===== src/rtl/timer_preset_entry.sv =====
// Keypad front end for the microwave timer: collects BCD MM:SS digits and loads the counter chain.
// Optional build macro TIMER_ENTRY_NORMALIZE_EN folds seconds >= 60 into minutes on start.
module timer_preset_entry #(
    parameter int LOAD_CYCLES = 1
) (
    input  logic        clk,
    input  logic        clrn,
    input  logic        key_valid,
    input  logic [3:0]  key_code,
    input  logic        start,
    input  logic        clear_entry,
    input  logic        run_busy,
    output logic [15:0] digits,
    output logic        loadn,
    output logic [2:0]  digit_cnt,
    output logic        armed,
    output logic        err,
    output logic [2:0]  dbg_state
);

    typedef enum logic [2:0] {
        IDLE   = 3'd0,
        ENTRY  = 3'd1,
        LOAD   = 3'd2,
        ARMED  = 3'd3,
        LOCKED = 3'd4
    } state_t;

    localparam logic [2:0] LC = 3'(LOAD_CYCLES);

    state_t      r_state, w_state_nxt;
    logic [15:0] r_digits, w_digits_nxt;
    logic [2:0]  r_cnt, w_cnt_nxt, w_cnt_inc;
    logic [2:0]  r_ctr, w_ctr_nxt;
    logic        r_loadn, w_loadn_nxt;
    logic        r_armed;
    logic        r_err, w_err_nxt;
    logic        w_sec_bad;

    assign w_cnt_inc = (r_cnt >= 3'd4) ? 3'd4 : r_cnt + 3'd1;
    assign w_sec_bad = (r_digits[7:4] >= 4'd6);

`ifdef TIMER_ENTRY_NORMALIZE_EN
    logic [15:0] w_norm;
    always_comb begin
        w_norm = r_digits;
        if (r_digits[15:12] == 4'd9 && r_digits[11:8] == 4'd9)
            w_norm = 16'h9959;
        else if (r_digits[11:8] == 4'd9)
            w_norm = {r_digits[15:12] + 4'd1, 4'd0, r_digits[7:4] - 4'd6, r_digits[3:0]};
        else
            w_norm = {r_digits[15:12], r_digits[11:8] + 4'd1, r_digits[7:4] - 4'd6, r_digits[3:0]};
    end
`endif

    always_comb begin
        w_state_nxt  = r_state;
        w_digits_nxt = r_digits;
        w_cnt_nxt    = r_cnt;
        w_ctr_nxt    = r_ctr;
        w_loadn_nxt  = 1'b1;
        w_err_nxt    = 1'b0;
        case (r_state)
            IDLE, ENTRY: begin
                if (clear_entry) begin
                    w_state_nxt  = IDLE;
                    w_digits_nxt = 16'h0000;
                    w_cnt_nxt    = 3'd0;
                end else if (start) begin
                    if (r_state == ENTRY) begin
                        if (w_sec_bad) begin
`ifdef TIMER_ENTRY_NORMALIZE_EN
                            w_digits_nxt = w_norm;
                            w_state_nxt  = LOAD;
                            w_ctr_nxt    = 3'd0;
`else
                            w_err_nxt    = 1'b1;
`endif
                        end else begin
                            w_state_nxt = LOAD;
                            w_ctr_nxt   = 3'd0;
                        end
                    end
                end else if (key_valid) begin
                    if (key_code <= 4'd9) begin
                        w_digits_nxt = {r_digits[11:0], key_code};
                        w_cnt_nxt    = w_cnt_inc;
                        w_state_nxt  = ENTRY;
                    end else begin
                        w_err_nxt = 1'b1;
                    end
                end
            end
            // First LOAD cycle only settles digits; loadn drops on the following edge.
            LOAD: begin
                if (r_ctr == 3'd0) begin
                    w_loadn_nxt = 1'b0;
                    w_ctr_nxt   = 3'd1;
                end else if (r_ctr >= LC) begin
                    w_state_nxt = ARMED;
                end else begin
                    w_loadn_nxt = 1'b0;
                    w_ctr_nxt   = r_ctr + 3'd1;
                end
            end
            ARMED: begin
                if (run_busy) begin
                    w_state_nxt = LOCKED;
                end else if (clear_entry) begin
                    w_state_nxt  = IDLE;
                    w_digits_nxt = 16'h0000;
                    w_cnt_nxt    = 3'd0;
                end
            end
            LOCKED: begin
                if (!run_busy) begin
                    w_state_nxt  = IDLE;
                    w_digits_nxt = 16'h0000;
                    w_cnt_nxt    = 3'd0;
                end
            end
            default: w_state_nxt = IDLE;
        endcase
    end

    always_ff @(posedge clk) begin
        if (!clrn) begin
            r_state  <= IDLE;
            r_digits <= 16'h0000;
            r_cnt    <= 3'd0;
            r_ctr    <= 3'd0;
            r_loadn  <= 1'b1;
            r_armed  <= 1'b0;
            r_err    <= 1'b0;
        end else begin
            r_state  <= w_state_nxt;
            r_digits <= w_digits_nxt;
            r_cnt    <= w_cnt_nxt;
            r_ctr    <= w_ctr_nxt;
            r_loadn  <= w_loadn_nxt;
            r_armed  <= (w_state_nxt == ARMED);
            r_err    <= w_err_nxt;
        end
    end

    assign digits    = r_digits;
    assign loadn     = r_loadn;
    assign digit_cnt = r_cnt;
    assign armed     = r_armed;
    assign err       = r_err;
    assign dbg_state = r_state;

endmodule


===== config.mk =====
export PLATFORM = sky130hd
export DESIGN_NAME = timer_preset_entry
export DESIGN_NICKNAME = d
export VERILOG_FILES = /design/src/rtl/timer_preset_entry.sv
export SDC_FILE = /design/constraint.sdc
export NUM_CORES = 1
export LEC_CHECK = 0
export BUFFER_PORTS_ARGS = -buffer_cell sky130_fd_sc_hd__buf_4
export CAP_MARGIN = 20
export CELL_PAD_IN_SITES_DETAIL_PLACEMENT = 0
export CELL_PAD_IN_SITES_GLOBAL_PLACEMENT = 2
export CORE_ASPECT_RATIO = 0.6
export CORE_UTILIZATION = 34
export CTS_BUF_LIST = sky130_fd_sc_hd__clkbuf_4 sky130_fd_sc_hd__clkbuf_8
export CTS_CLUSTER_SIZE = 16
export DETAILED_ROUTE_END_ITERATION = 16
export GPL_ROUTABILITY_DRIVEN = 0
export PLACE_DENSITY_LB_ADDON = 0.3
export SYNTH_ARGS = -nofsm -noshare
export SYNTH_HDL_FRONTEND = slang
export SYNTH_SLANG_ARGS = --single-unit

===== constraint.sdc =====
create_clock -name clk -period 2.2 [get_ports clk]
set_input_delay 0 -clock clk [delete_from_list [all_inputs] [get_ports clk]]
set_output_delay 0 -clock clk [all_outputs]
set_load 0.1 [all_outputs]

==> impl_metrics.env, run 1 <==
export IMPL_start_util_pct=36.5
export IMPL_crit_reg2reg_launch="dbg_state[0]"
export IMPL_maxCapViolations=0
export IMPL_clock_fmax_mhz=528
export IMPL_synth_ff_type="dfxtp_1"
export IMPL_post_route_drc_count=4
export IMPL_cp_max_fo=19
export IMPL_hold_violations=0
export IMPL_syn_avg_cell_area_sq_um=8.97
export IMPL_synth_edf_count=0
export IMPL_finalCritPeriodShare_pct=86.2
export IMPL_syn_nets=169
export IMPL_die_h_microns=51.4
export IMPL_synth_cells=154
export IMPL_slew_violations=0
export IMPL_final_setup_tns_ps=0
export IMPL_tightestPinTransition_ps=542
export IMPL_period_minus_slack_ps=1900
export IMPL_antenna_found_initial=0
export IMPL_crit_required_ps=2400
export IMPL_dieArea_sq_mm=0.00433
export IMPL_synth_mux_area_share_pct=13.8
export IMPL_grt_pass1_vias=1127
export IMPL_fin_nets=206
export IMPL_post_drt_via_cell_ratio=5.08
export IMPL_synth_area_leaders="dfxtp_1, mux2i_1, nand2_1, nand3_1, ha_1"
export IMPL_fin_skew_ps=9.62
export IMPL_cts_clk_slew_worst_paths_ps=100
export IMPL_synth_common_cells="dfxtp_1, nand2_1, mux2i_1"
export IMPL_final_area_sq_mm=0.00174
export IMPL_cts_setup_buffers=0
export IMPL_yosysMostFrequentCell="dfxtp_1"
export IMPL_coreArea_sq_mm=0.00379
export IMPL_placed_area_sq_mm=0.00163
export IMPL_io_buffers=34
export IMPL_power_density_mw_per_mm2=553
export IMPL_critPathLaunchType="primary input"
export IMPL_io_pins=35
export IMPL_syn_area_sq_mm=0.00138
export IMPL_grt_max_degree=46
export IMPL_cts_buffers_inserted=3
export IMPL_cts_tree="done"
export IMPL_min_path_type="in -> reg"
export IMPL_max_slew_margin_rel_pct=63.8
export IMPL_grt_pass1_wl_mm=5.38
export IMPL_wirelength_mm=3.16
export IMPL_holdCritStartpoint="start"
export IMPL_fin_util_pct=46.0
export IMPL_multi_input_area_sq_um=719
export IMPL_htreeDepth=1
export IMPL_drtIter0Drc=51
export IMPL_wl_per_cell_microns=13.4
export IMPL_grt_overflow_total=0
export IMPL_stdcell_count=236
export IMPL_synth_xor_area_share_pct=0
export IMPL_hold_worst_slack_ps=50.4
export IMPL_rows=17
export IMPL_synthSimpleGateAreaFrac_pct=22.6
export IMPL_vias=1200
export IMPL_synth_distinct_cells=36
export IMPL_startpoint="key_code[1]"
export IMPL_ys_seq_area_share_pct=40.6
export IMPL_async_flop_share_pct=0
export IMPL_dr_pass1_iters=10
export IMPL_ys_seq_elements=28
export IMPL_synth_top_area_share_pct=40.6
export IMPL_critPathKind="in -> reg"
export IMPL_synth_warnings=0
export IMPL_yosysTopAreaCell="dfxtp_1"
export IMPL_numClockSinks=28
export IMPL_rsz0062_at_grt="false"
export IMPL_clkLatencyLatePin_ps=270
export IMPL_n_fill_cell=374
export IMPL_synth_compound_area_share_pct=11.2
export IMPL_syn2layout_area_growth_pct=26.1
export IMPL_cts_root_buf="clkbuf_8"
export IMPL_run_status="finished, violations left"
export IMPL_ant_nets=0
export IMPL_final_layout_size_suffix_gt1_share_pct=22.2
export IMPL_cp_data_arrival_time_ps=2090
export IMPL_regArea_sq_um=562
export IMPL_synth_fa_ha_area_share_pct=4.53
export IMPL_vdd_drop_max_mv=0.333
export IMPL_violations="DRC"
export IMPL_max_clock_path_buffers=2
export IMPL_die_x_microns=84.3
export IMPL_dp_cells=226
export IMPL_hpwl_mm=2.20
export IMPL_setup_viol=0
export IMPL_synth_top_family_by_area="simple AND/OR/NAND/NOR gates"
export IMPL_cp_end_kind="flop"
export IMPL_p_leak_nw=0.749
export IMPL_antenna_cells=0
export IMPL_grt_usage_pct=16.1
[critical path, stage by stage]
cell and delay, ps:
dlygate4sd3_1 530, buf_4 130, o21ai_0 220, nor3b_1 390
a211o_2 560, mux2i_1 250
[power breakdown]
part	internal, W	switching [W]	total, W	leakage, nW
Clock	0.000123	0.000156	0.000279	0.0216
Combinational	0.0000511	0.000110	0.000161	0.501
Sequential	0.000515	0.00000849	0.000523	0.227
[area by class of cell]
| class | count | share of cell area [%] |
|---|---|---|
| repair buffers | 41 | 18.7 |
| multi-input cells | 108 | 41.3 |
| inverters | 9 | 1.94 |
| flip-flops and latches | 28 | 32.3 |
| clock buffers | 3 | 2.37 |
| well taps | 47 | 3.38 |
[cells in the final DEF, fill, tap and decap left out, types with 5 or more instances in the layout]
master         count
dfxtp_1           27
nand2_1           25
buf_4             34
ha_1               5
a21oi_1            5
dlygate4sd3_1      6
inv_1              9
mux2i_1           19
nand3_1           17
[registers in the layout (all words and copies together) (netlist names)]
name,flops
err,1
r_ctr,3
dbg_state,3
digit_cnt,3
digits,16
loadn,1
armed,1
[cell families after synthesis]
logic type | Yosys count
AOI/OAI and AO/OA | 22
adders and majority gates | 5
buffers and inverters | 18
DFF | 28
muxes | 19
and+or+nand+nor | 62
[final timing paths]
| check | end | slack [ps] | cells past startpoint |
|---|---|---|---|
| setup / recovery | digits[14] | 300 | 6 |
| hold / removal | err | 50 | 3 |
| hold reg to reg | digits[13] | 460 | 2 |
| setup reg to reg | digits[14] | 420 | 4 |
[what timing repair did]
item	CTS	global route
hold buffers	6	0
gates resized for setup	0	0
endpoints found under the hold margin	6	0
setup endpoints to repair	0	0
[metrics by stage]
stage	worst slack (ps)	total power [W]
CTS	251	0.000973
floorplan	24.5	0.000655
global placement	352	0.000684
finish	305	0.000963
global route	202	0.00102
detailed placement	285	0.000685
[per-layer routing]
layer  GRT usage [%]  up-vias  part of all wire (%)
met1            22.0      562                    55
met2            25.0       23                    40
li1                -      613                     -
met4            3.45        0                  0.44
met3            4.85        2                   4.4
met5               0        -                     0
Power figures use the tool's default switching activity.
==> inputs of run 2 (changes only) <==
--- a/config.mk
+++ b/config.mk
@@ -5,7 +5,7 @@
 export SDC_FILE = /design/constraint.sdc
 export NUM_CORES = 1
 export LEC_CHECK = 0
-export BUFFER_PORTS_ARGS = -buffer_cell sky130_fd_sc_hd__buf_4
+export BUFFER_PORTS_ARGS = -buffer_cell sky130_fd_sc_hd__buf_2
 export CAP_MARGIN = 20
 export CELL_PAD_IN_SITES_DETAIL_PLACEMENT = 0
 export CELL_PAD_IN_SITES_GLOBAL_PLACEMENT = 2
==> run 2 against run 1 <==
The run still ends with DRC left. Non-clock buffer count is the same. Cell area shrank 5.0%. Cell count is the same. Register-to-register slack is essentially flat. Combinational power shrank 6%. Clock-buffer cell count is the same. Maximum frequency grew 2.0%. Critical endpoint is now digits[10]. Largest cell class unchanged. Largest power group unchanged.
==> impl_metrics.env, run 2 (synthesis gave the netlist of run 1 again) <==
export IMPL_grt_busiest_layer="met2"
export IMPL_antenna_found_initial=0
export IMPL_min_path_type="in -> reg"
export IMPL_final_layout_size_suffix_gt1_share_pct=22.8
export IMPL_post_drt_via_cell_ratio=5.10
export IMPL_use_met3_pct=4.85
export IMPL_cts_root_buf="clkbuf_8"
export IMPL_cp_end_kind="flop"
export IMPL_regArea_sq_um=562
export IMPL_violations="DRC"
export IMPL_rsz0062_at_grt="false"
export IMPL_die_h_microns=51.4
export IMPL_start_util_pct=36.5
export IMPL_hold_violations=0
export IMPL_grt_pass1_vias=1075
export IMPL_cts_tree="done"
export IMPL_grt_max_degree=27
export IMPL_slew_violations=0
export IMPL_final_cell_mix="buf_2, dfxtp_1, nand2_1, mux2i_1, nand3_1"
export IMPL_holdCritStartpoint="run_busy"
export IMPL_critPathLaunchType="primary input"
export IMPL_setup_viol=0
export IMPL_critPathTopFamily="compound AO/OA/AOI/OAI gates"
export IMPL_run_status="finished, violations left"
export IMPL_layout_commonest_cell="buf_2"
export IMPL_n_fill_cell=388
export IMPL_coreArea_sq_mm=0.00379
export IMPL_power_density_mw_per_mm2=576
export IMPL_use_met2_pct=23.4
export IMPL_cts_clk_slew_worst_paths_ps=90
export IMPL_max_slew_margin_rel_pct=56.1
export IMPL_crit_chain="dlygate4sd3_1 -> buf_2 -> o21ai_0 -> nor3b_1 -> a211o_2 -> mux2i_1"
export IMPL_max_clock_path_buffers=2
export IMPL_die_x_microns=84.3
export IMPL_cts_buffers_inserted=3
export IMPL_stdcell_count=236
export IMPL_io_buffers=34
export IMPL_hpwl_mm=2.15
export IMPL_dieArea_sq_mm=0.00433
export IMPL_final_setup_tns_ps=0
export IMPL_wirelength_mm=2.99
export IMPL_dp_cells=227
export IMPL_ant_nets=0
export IMPL_fin_skew_ps=3.13
export IMPL_antenna_cells=0
export IMPL_io_pins=35
export IMPL_p_leak_nw=0.742
export IMPL_finalCritPeriodShare_pct=84.4
export IMPL_clkLatencyLatePin_ps=270
export IMPL_tightestPinTransition_ps=655
export IMPL_multi_input_area_sq_um=719
export IMPL_post_route_drc_count=4
export IMPL_htreeDepth=1
export IMPL_drtIter0Drc=36
export IMPL_cp_data_arrival_time_ps=2060
export IMPL_worst_slack_ps=342
export IMPL_startpoint="key_code[1]"
export IMPL_clock_fmax_mhz=538
export IMPL_vdd_drop_max_mv=0.239
export IMPL_crit_reg2reg_launch="dbg_state[2]"
export IMPL_rows=17
export IMPL_crit_path_top_delay_cell="a211o_2"
export IMPL_use_met1_pct=21.4
export IMPL_wl_per_cell_microns=12.6
export IMPL_numClockSinks=28
export IMPL_cts_setup_buffers=0
export IMPL_vias=1203
export IMPL_path_buf_inv=2
export IMPL_period_minus_slack_ps=1860
export IMPL_cp_max_fo=19
export IMPL_grt_pass1_wl_mm=5.11
export IMPL_syn2layout_area_growth_pct=19.7
export IMPL_critPathKind="in -> reg"
export IMPL_fin_nets=206
export IMPL_largest_register_ffs=16
export IMPL_cts_resized_gates=0
export IMPL_maxCapViolations=0
export IMPL_grt_overflow_total=0
export IMPL_crit_required_ps=2400
export IMPL_grt_usage_pct=15.2
export IMPL_critPathMaxStageDelay_ps=560
export IMPL_dr_pass1_iters=10
export IMPL_pre_cts_slack_ps=272
[run 2: cell count changes in the layout (fill, tap and decap cells not counted), sizes merged]
cell         previous run  this run
dlygate4sd3             6         5
buf                    35        36
[run 2: what timing repair did]
action                     in CTS  in global routing
hold buffers                    5                  0
hold endpoints to repair        5                  0
setup endpoints to repair       0                  0
[run 2: power breakdown]
| group | leakage (nW) | total (W) | switching, W | internal, W |
|---|---|---|---|---|
| clock | 0.0216 | 0.000280 | 0.000156 | 0.000123 |
| sequential | 0.227 | 0.000523 | 0.00000807 | 0.000515 |
| combinational | 0.494 | 0.000151 | 0.000109 | 0.0000422 |
[run 2: final timing paths]
| kind | end | slack, ps | cells past startpoint |
|---|---|---|---|
| hold reg to reg | digits[12] | 470 | 2 |
| setup reg to reg | digits[10] | 420 | 4 |
| setup / recovery | digits[10] | 340 | 6 |
| hold / removal | dbg_state[2] | 9 | 2 |
[run 2: final cells by class]
class | count | share of cell area [%]
tap | 47 | 3.56
multi-input combinational | 108 | 43.5
clock buffer | 3 | 2.50
sequential | 28 | 34.0
timing repair buffer | 41 | 14.4
inverter | 9 | 2.04
[run 2: metal layers]
layer	vias to the layer above	routed length, microns
met5	-	0
met2	32	1200
li1	607	-
met4	0	0
met1	564	1590
met3	0	194
[run 2: through the flow]
step	power (W)	hold slack [ps]	instance area (sq um)	utilization (%)
2_1_floorplan	0.000655	76.6	1380	-
3_3_place_gp	0.000675	267	1550	41.0
3_5_place_dp	0.000676	269	1550	41.0
4_1_cts	0.000964	0.0530	1640	43.4
5_1_grt	0.00100	1.08	1650	43.7
6_report	0.000953	9.37	1650	43.7
